[src/rtl/traffic_light_ctrl_actuated_pkg.sv]
// Shared definitions for the actuated intersection controller: controller
// state encoding and the {R,Y,G} lamp encodings driven onto both roads.
package traffic_pkg;

  typedef enum logic [2:0] {
    ST_MAIN_GREEN   = 3'd0,
    ST_MAIN_YELLOW  = 3'd1,
    ST_ALL_RED_A    = 3'd2,
    ST_CROSS_GREEN  = 3'd3,
    ST_CROSS_YELLOW = 3'd4,
    ST_ALL_RED_B    = 3'd5,
    ST_FLASH        = 3'd6
  } state_e;

  localparam logic [2:0] LIGHT_R   = 3'b100;
  localparam logic [2:0] LIGHT_Y   = 3'b010;
  localparam logic [2:0] LIGHT_G   = 3'b001;
  localparam logic [2:0] LIGHT_OFF = 3'b000;

endpackage

[src/rtl/traffic_light_ctrl_actuated_if.sv]
// Signal bundle between the intersection (sensors, button, lamps) and the
// controller. The controller uses the slave view; the environment drives
// the inputs through the master view.
interface traffic_light_ctrl_actuated_if;

  logic       cross_sensor;
  logic       ped_req;
  logic       flash_mode;
  logic [2:0] main_light;
  logic [2:0] cross_light;
  logic       walk;
  logic       ped_pending;
  logic [2:0] phase;

  modport master (
    output cross_sensor, ped_req, flash_mode,
    input  main_light, cross_light, walk, ped_pending, phase
  );

  modport slave (
    input  cross_sensor, ped_req, flash_mode,
    output main_light, cross_light, walk, ped_pending, phase
  );

endinterface

[src/rtl/traffic_light_ctrl_actuated_phase_timer.sv]
// Elapsed-cycle counter for the current phase. Cleared on every state
// change, otherwise counts up once per cycle and sticks at all-ones so a
// long-held main green never wraps back below its minimum.
module phase_timer #(
  parameter int TW = 8
) (
  input  logic          clk,
  input  logic          reset_n,
  input  logic          clear,
  output logic [TW-1:0] elapsed
);

  logic [TW-1:0] elapsed_q;
  logic [TW-1:0] elapsed_d;

  // Next count: clear wins, then saturating increment.
  always_comb begin
    elapsed_d = elapsed_q;
    if (clear) begin
      elapsed_d = '0;
    end else if (elapsed_q != '1) begin
      elapsed_d = elapsed_q + TW'(1);
    end
  end

  // Counter register.
  always_ff @(posedge clk or negedge reset_n) begin
    if (!reset_n) begin
      elapsed_q <= '0;
    end else begin
      elapsed_q <= elapsed_d;
    end
  end

  assign elapsed = elapsed_q;

endmodule

[src/rtl/traffic_light_ctrl_actuated.sv]
// Demand-actuated two-road intersection controller. Main road rests in
// green until a cross vehicle, pedestrian or flash request arrives; cross
// green is bounded by min/max times; all phase changes pass through yellow
// and an all-red clearance, which is also the only way in or out of the
// flashing fail-safe mode.
module traffic_light_ctrl_actuated
  import traffic_pkg::*;
#(
  parameter int TW              = 8,
  parameter int MAIN_MIN_GREEN  = 8,
  parameter int CROSS_MIN_GREEN = 4,
  parameter int CROSS_MAX_GREEN = 10,
  parameter int YELLOW_TIME     = 3,
  parameter int ALL_RED_TIME    = 2,
  parameter int FLASH_HALF      = 4
) (
  input  logic                          clk,
  input  logic                          reset_n,
  traffic_light_ctrl_actuated_if.slave  bus
);

  // Last elapsed value of each timed interval, in counter width.
  localparam logic [TW-1:0] MAIN_MIN_LAST  = TW'(MAIN_MIN_GREEN - 1);
  localparam logic [TW-1:0] CROSS_MIN_LAST = TW'(CROSS_MIN_GREEN - 1);
  localparam logic [TW-1:0] CROSS_MAX_LAST = TW'(CROSS_MAX_GREEN - 1);
  localparam logic [TW-1:0] YELLOW_LAST    = TW'(YELLOW_TIME - 1);
  localparam logic [TW-1:0] ALL_RED_LAST   = TW'(ALL_RED_TIME - 1);
  localparam logic [TW-1:0] FLASH_LAST     = TW'(FLASH_HALF - 1);

  state_e        state_q, state_d;
  logic          ped_pending_q, ped_pending_d;
  logic [TW-1:0] flash_cnt_q, flash_cnt_d;
  logic          flash_off_q, flash_off_d;
  logic [TW-1:0] elapsed;
  logic          demand;
  logic [2:0]    main_light;
  logic [2:0]    cross_light;
  logic          walk;

  phase_timer #(.TW(TW)) u_phase_timer (
    .clk     (clk),
    .reset_n (reset_n),
    .clear   (state_d != state_q),
    .elapsed (elapsed)
  );

  // Next-state logic: actuated greens, fixed yellow/all-red, flash entry only at all-red.
  always_comb begin
    state_d = state_q;
    demand  = bus.cross_sensor | bus.ped_req | ped_pending_q | bus.flash_mode;
    case (state_q)
      ST_MAIN_GREEN: begin
        if (elapsed >= MAIN_MIN_LAST && demand) state_d = ST_MAIN_YELLOW;
      end
      ST_MAIN_YELLOW: begin
        if (elapsed == YELLOW_LAST) state_d = ST_ALL_RED_A;
      end
      ST_ALL_RED_A: begin
        if (elapsed == ALL_RED_LAST) state_d = bus.flash_mode ? ST_FLASH : ST_CROSS_GREEN;
      end
      ST_CROSS_GREEN: begin
        if (elapsed >= CROSS_MIN_LAST &&
            (!bus.cross_sensor || bus.flash_mode || elapsed == CROSS_MAX_LAST)) begin
          state_d = ST_CROSS_YELLOW;
        end
      end
      ST_CROSS_YELLOW: begin
        if (elapsed == YELLOW_LAST) state_d = ST_ALL_RED_B;
      end
      ST_ALL_RED_B: begin
        if (elapsed == ALL_RED_LAST) state_d = bus.flash_mode ? ST_FLASH : ST_MAIN_GREEN;
      end
      ST_FLASH: begin
        if (!bus.flash_mode) state_d = ST_ALL_RED_B;
      end
      default: state_d = ST_MAIN_GREEN;
    endcase
  end

  // Pedestrian latch: a request arriving on or during a cross green is served by it.
  always_comb begin
    ped_pending_d = ped_pending_q | bus.ped_req;
    if (state_q == ST_CROSS_GREEN || state_d == ST_CROSS_GREEN) begin
      ped_pending_d = 1'b0;
    end
  end

  // Flash blinker: lit for FLASH_HALF cycles, dark for FLASH_HALF, restarting lit on entry.
  always_comb begin
    flash_cnt_d = '0;
    flash_off_d = 1'b0;
    if (state_q == ST_FLASH) begin
      if (flash_cnt_q == FLASH_LAST) begin
        flash_cnt_d = '0;
        flash_off_d = ~flash_off_q;
      end else begin
        flash_cnt_d = flash_cnt_q + TW'(1);
        flash_off_d = flash_off_q;
      end
    end
  end

  // Controller registers.
  always_ff @(posedge clk or negedge reset_n) begin
    if (!reset_n) begin
      state_q       <= ST_MAIN_GREEN;
      ped_pending_q <= 1'b0;
      flash_cnt_q   <= '0;
      flash_off_q   <= 1'b0;
    end else begin
      state_q       <= state_d;
      ped_pending_q <= ped_pending_d;
      flash_cnt_q   <= flash_cnt_d;
      flash_off_q   <= flash_off_d;
    end
  end

  // Moore lamp decode; anything not explicitly lit shows red on both roads.
  always_comb begin
    main_light  = LIGHT_R;
    cross_light = LIGHT_R;
    walk        = 1'b0;
    case (state_q)
      ST_MAIN_GREEN:   main_light = LIGHT_G;
      ST_MAIN_YELLOW:  main_light = LIGHT_Y;
      ST_CROSS_GREEN: begin
        cross_light = LIGHT_G;
        walk        = 1'b1;
      end
      ST_CROSS_YELLOW: cross_light = LIGHT_Y;
      ST_FLASH: begin
        main_light  = flash_off_q ? LIGHT_OFF : LIGHT_Y;
        cross_light = flash_off_q ? LIGHT_OFF : LIGHT_R;
      end
      default: ;
    endcase
  end

  assign bus.main_light  = main_light;
  assign bus.cross_light = cross_light;
  assign bus.walk        = walk;
  assign bus.ped_pending = ped_pending_q;
  assign bus.phase       = state_q;

endmodule

[src/flat_wrapper.sv]
// flat-port wrapper written by rule: the top's interface ports become plain ports
module traffic_light_ctrl_actuated_flat import traffic_pkg::*;
#(
  parameter int TW              = 8,
  parameter int MAIN_MIN_GREEN  = 8,
  parameter int CROSS_MIN_GREEN = 4,
  parameter int CROSS_MAX_GREEN = 10,
  parameter int YELLOW_TIME     = 3,
  parameter int ALL_RED_TIME    = 2,
  parameter int FLASH_HALF      = 4
)
  (clk, reset_n, bus_cross_sensor, bus_ped_req, bus_flash_mode, bus_main_light, bus_cross_light, bus_walk, bus_ped_pending, bus_phase);
  traffic_light_ctrl_actuated_if bus_i ();
  input  logic clk;
  input  logic reset_n;
  input wire logic [$bits(bus_i.cross_sensor)-1:0] bus_cross_sensor;
  input wire logic [$bits(bus_i.ped_req)-1:0] bus_ped_req;
  input wire logic [$bits(bus_i.flash_mode)-1:0] bus_flash_mode;
  output wire logic [$bits(bus_i.main_light)-1:0] bus_main_light;
  output wire logic [$bits(bus_i.cross_light)-1:0] bus_cross_light;
  output wire logic [$bits(bus_i.walk)-1:0] bus_walk;
  output wire logic [$bits(bus_i.ped_pending)-1:0] bus_ped_pending;
  output wire logic [$bits(bus_i.phase)-1:0] bus_phase;
  assign bus_i.cross_sensor = bus_cross_sensor;
  assign bus_i.ped_req = bus_ped_req;
  assign bus_i.flash_mode = bus_flash_mode;
  assign bus_main_light = bus_i.main_light;
  assign bus_cross_light = bus_i.cross_light;
  assign bus_walk = bus_i.walk;
  assign bus_ped_pending = bus_i.ped_pending;
  assign bus_phase = bus_i.phase;
  traffic_light_ctrl_actuated #(.TW(TW), .MAIN_MIN_GREEN(MAIN_MIN_GREEN), .CROSS_MIN_GREEN(CROSS_MIN_GREEN), .CROSS_MAX_GREEN(CROSS_MAX_GREEN), .YELLOW_TIME(YELLOW_TIME), .ALL_RED_TIME(ALL_RED_TIME), .FLASH_HALF(FLASH_HALF)) u_core (.clk(clk), .reset_n(reset_n), .bus(bus_i));
endmodule
[config.mk]
export PLATFORM = sky130hd
export DESIGN_NAME = traffic_light_ctrl_actuated_flat
export DESIGN_NICKNAME = d
export VERILOG_FILES = /design/src/rtl/traffic_light_ctrl_actuated_pkg.sv /design/src/rtl/traffic_light_ctrl_actuated_if.sv /design/src/rtl/traffic_light_ctrl_actuated_phase_timer.sv /design/src/rtl/traffic_light_ctrl_actuated.sv /design/src/flat_wrapper.sv
export SDC_FILE = /design/constraint.sdc
export NUM_CORES = 1
export LEC_CHECK = 0
export CORE_MARGIN = 5
export CORE_UTILIZATION = 50
export CTS_CLUSTER_SIZE = 14
export DETAILED_ROUTE_END_ITERATION = 10
export PLACE_DENSITY_LB_ADDON = 0.05
export SLEW_MARGIN = 20
export SYNTH_ARGS = -nofsm -noshare
export SYNTH_HDL_FRONTEND = slang
export SYNTH_SLANG_ARGS = --single-unit
[constraint.sdc]
create_clock -name clk -period 3.37 [get_ports clk]
set_input_delay 1.011 -clock clk [delete_from_list [all_inputs] [get_ports clk]]
set_output_delay 1.011 -clock clk [all_outputs]
set_load 0.02 [all_outputs]
==> Yosys cells after proc, flatten, opt, wreduce, memory -nomap -nowiden <==
Cells that the tools add are included.
{ "op_classes": {"muxes": 22, "n_eq_ne": 14, "n_addsub": 2, "bitwise_logic": 5, "reduce_logical": 8, "magnitude_cmp": 2} }
{ "ops": {"columns": ["op", "n"], "rows": [
  ["$mux 8", 4],
  ["$mux 3", 10],
  ["$pmux 3 s7", 1],
  ["$pmux 3 s3", 2],
  ["$add 8x1->8 const B", 2],
  ["$eq 8x2->1 const B", 2],
  ["$eq 3x2->1 const B", 3],
  ["$eq 3x3->1 const B", 3],
  ["$eq 8x1->1 const B", 1],
  ["$eq 8x4->1 const B", 1],
  ["$ge 8x2->1 const B", 1],
  ["$ge 8x3->1 const B", 1],
  ["$ne 8x8->1 const B", 1],
  ["$mux 1", 4],
  ["$or 1x1->1", 4],
  ["$eq 3x1->1 const B", 1],
  ["$logic_not 3->1", 1],
  ["$logic_or 1x1->1", 3],
  ["$ne 3x3->1", 1],
  ["$logic_and 1x1->1", 2],
  ["$mux 2", 1],
  ["$ne 2x2->1 const B", 1],
  ["$reduce_bool 2->1", 1],
  ["$logic_not 1->1", 1],
  ["$not 1->1", 1]
]} }
{ "word_totals": {"elab_cells": 58, "regBits": 21, "output_inout_bits": 11, "inputBits": 5} }

==> Depth between registers and ports, before layout <==
{ "depth": {"ltp_word": 9, "depth_mapped": 8, "ltp_nobuf": 8} }

==> Modules after synthesis <==
A second synthesis with hierarchy kept.
{ "unflattened": {"hier_cells": 139, "area_unflattened_um2": 1330.0} }
{ "modules_own_cells": {"columns": ["module", "instances", "area_per_inst_um2", "cells_each", "seq_area_each_um2"], "rows": [
  ["traffic_light_ctrl_actuated", 1, 908.4, 98, 325.3],
  ["phase_timer", 1, 421.7, 41, 200.2]
]} }

==> Least setup slack after synthesis <==
No wires, ideal clock.
{ "synth_path": {"path_type": "register to output", "from": "reg u_core.state_q[0], in the netlist u_core.bus.phase[0]", "to": "out bus_main_light[1]", "required_ns": 2.359, "setup_slack_ns": 0.822, "stages_incl_launch_ff": 5, "path_buffers": 1, "arrival_ns": 1.537, "cell_sequence": "dfrtp_1 -> clkbuf_8 -> nor2b_1 -> nand2_1 -> o21ai_0"} }
{ "synth_between": {"elab_chain_cells": 2, "elab_cells_between_ends": 4, "cone_classes": "eq/ne (2); mux (1); reduce/logical (1)"} }
{ "synth_lines": {"columns": ["item", "line", "rtl"], "rows": [
  ["start, declared", "traffic_light_ctrl_actuated.sv:30", "state_e state_q, state_d;"],
  ["start signal, assigned", "traffic_light_ctrl_actuated.sv:111", "state_q <= state_d;"],
  ["$eq 3x3->1, or another cell as far along", "traffic_light_ctrl_actuated.sv:123", "case (state_q)"],
  ["$pmux 3 s3 (*)", "traffic_light_ctrl_actuated.sv:123", null],
  ["end, declared", "flat_wrapper.sv:19", "output wire logic [$bits(bus_i.main_light)-1:0] bus_main_light;"]
]} }
Every way passes the cells marked *; elsewhere a longest branch is shown, timed or not.

==> Worst setup path in the final report <==
{ "layout_path": {"from": "reg u_core.state_q[1], in the netlist u_core.bus.phase[1]", "to": "out bus_walk"} }
{ "layout_between": {"elab_chain_cells": 2} }
{ "layout_lines": {"columns": ["item", "line", "rtl"], "rows": [
  ["$eq 3x2->1", "traffic_light_ctrl_actuated.sv:123", null],
  ["$mux 1", "traffic_light_ctrl_actuated.sv:123", null],
  ["end, declared", "flat_wrapper.sv:21", "output wire logic [$bits(bus_i.walk)-1:0] bus_walk;"]
]} }
Every way passes these cells.

==> reports/results.txt <==
Sequential cell area: 526 um^2
Slew Limit Fails: 0
Design Area, Final: 1480 um^2
DRT antenna net count: 0
Max Clk Rate: 317 MHz
All-Layer GR Usage: 16.9%
Core area: 2480 um^2
Vias per cell: 5.72
RR Endpoint: u_core.u_phase_timer.elapsed[6]
Share of cells above drive strength 1: 11.7%
Most frequent cells in the layout: dfrtp_1 (21), nor2_1 (18), clkdlybuf4s50_1 (15)
WL final: 2690 um
Routed vias: 1053
Grt total ovfl: 0
Number of global-route vias before repair: 995
Global-route wire length before repair: 4640 um
Fin crit share: 93.5%
Filler cells: 226
Htree depth: 1
Predominant post-synthesis flop cell: dfrtp_1
Slew @ Worst Pin: 401 ps
Dpl cell area: 1440 um^2
Syn_nets: 150
FF+latch count, synth: 21
Post-synthesis instance area: 1300 um^2
Hold path cells: 1
Syn-to-layout area delta: 13.8%
Hold Buf Count CTS: 0
FFs w/ async S/R, synth: 100%
Worst-Skew Late Latency: 320 ps
Multi-input logic area: 698 um^2
Drt pass-1 iters: 4
CTS Root Buffer Type: clkbuf_4
Commonest non-fill, non-tap cell in the layout: dfrtp_1
Worst setup EP type: output port
Post-layout net count: 164
Type of the worst setup path: flip-flop to output port
RSZ-0062 raised after global routing: no
Run status: completed
Die H: 61.0 um
Netlist cell types: 44
Final Core Density: 59.7%
Initial antenna violation count: 0
Post-synth EDFFs: 0
HP Class: flip-flop to flip-flop
WL/cell: 14.6 um
Clock slew at reported path FFs: 130 ps
PwrDens: 594 nW/um^2
# IOs: 16
Placer Congestion: 0.763
Cts bufs inserted: 3
Final Skew: 14.6 ps
Pin count of the biggest net entering global routing: 22
Clk buf depth: 2
Worst Setup Start Kind: flip-flop
CP required: 2360 ps
Hold Fails Final Rpt: 0
Count of standard-cell rows: 18
MaxCap Viol Count: 0
Crit. Startpoint: u_core.bus.phase[1]
DRT iter0 DRCs: 48
Slew HR: 73.1%
Depth of the most critical reg-to-reg path: 6
Max FO, Critical Path: 13
Post-route setup TNS: 0 ps
# clock sinks: 21
Syn_area_per_cell: 9.22 um^2
Leak: 0.619 nW
Fin crit period: 3150 ps
Ant. Diodes: 0
CTS tree: done
Crit path arrival time: 2140 ps
Die Width: 61.0 um
Seq/Total Area, Yosys: 40.4%
Initial core utilization: 52.5%
Die Area: 3720 um^2
Drc violations: 0
# port buffers: 15
Flop-to-flop setup slack: 1050 ps
Mapped Cells: 141
Hold Crit Endpoint: u_core.flash_cnt_q[0]
Final setup viols: 0
Worst vdd ir: 0.000462 V
Hold Path Origin: u_core.flash_cnt_q[0]
Placed wire-length estimate: 1960 um
Synth warn: 0
R2r startpoint: u_core.u_phase_timer.elapsed[4]
## Yosys cell counts, drive strengths merged (4+ instances only)
master	number	area share, %
dfrtp	21	40
clkbuf	6	3.4
and3	5	2.5
o21ai	6	2.3
xor2	7	4.7
nand3	8	3.1
inv	6	1.7
ha	4	3.9
nor2	19	5.5
nor3	5	2.3
a21oi	5	1.9
a31oi	5	2.4
nand2	10	2.9
## layer usage
| metal | part of all wire (%) | GRT usage (%) | up-vias |
|---|---|---|---|
| li1 | - | - | 525 |
| met1 | 50 | 23.7 | 501 |
| met2 | 43 | 25.0 | 21 |
| met3 | 4.8 | 2.77 | 6 |
| met4 | 1.9 | 8.67 | 0 |
| met5 | 0 | 0 | - |
## area by class of cell
class,count,area share (%)
Timing Repair Buffer,17,11.2
Sequential cell,21,35.5
Clock inverter,1,0.508
Tap cell,30,2.54
Multi-Input combinational cell,106,47.2
Clock buffer,3,1.52
Inverter,6,1.52
## kinds of logic (layout without fill, tap and decap cells)
group,count (synthesis),in the layout,synth area share [%]
compound gates,29,29,16.8
xor+xnor,9,9,6.06
fa+ha+maj,4,4,3.85
buf+inv,14,27,6.26
flops,21,21,40.4
mux,1,1,1.15
simple gates,63,63,25.4
## stage by stage
stage | setup WS [ps] | total power [mW] | std cells | hold WS (ps)
after floorplan | 822 | 0.656 | 141 | 469
after global placement | 521 | 0.739 | 180 | 506
after detailed placement | 465 | 0.749 | 180 | 517
after CTS | 88.0 | 0.883 | 184 | 536
after global routing | 23.7 | 0.953 | 184 | 579
final | 217 | 0.879 | 184 | 530
## what timing repair did
item                                    CTS  global route
gates resized for setup                   0             2
setup buffers                             0             0
endpoints found under the setup margin    0             4
## state kept, by name, summed over array words and instances (netlist names)
name and count:
u_core.bus.phase 3, u_core.bus.ped_pending 1, u_core.flash_off_q 1, u_core.u_phase_timer.elapsed 8, u_core.flash_cnt_q 8
## critical path, stage by stage (launching register included)
cell and delay (ps):
dfrtp_1 570, or2b_2 370, nor2_2 220, clkdlybuf4s50_1 660
## power breakdown
part | leakage [nW] | total [mW] | switching (mW) | internal, mW
Combinational | 0.338 | 0.365 | 0.199 | 0.166
Clock | 0.0139 | 0.130 | 0.0841 | 0.0454
Sequential | 0.267 | 0.384 | 0.0796 | 0.305
Total | 0.619 | 0.879 | 0.363 | 0.516
## worst max path at each step
stage / endpoint / slack [ps] / cells past startpoint
2_1_floorplan: bus_main_light[1] / 820 / 4
3_3_place_gp: bus_walk / 520 / 3
3_5_place_dp: bus_walk / 470 / 3
4_1_cts: bus_walk / 90 / 3
5_1_grt: bus_main_light[1] / 20 / 4
6_report: bus_walk / 220 / 3
(Power assumes the default switching activity.)
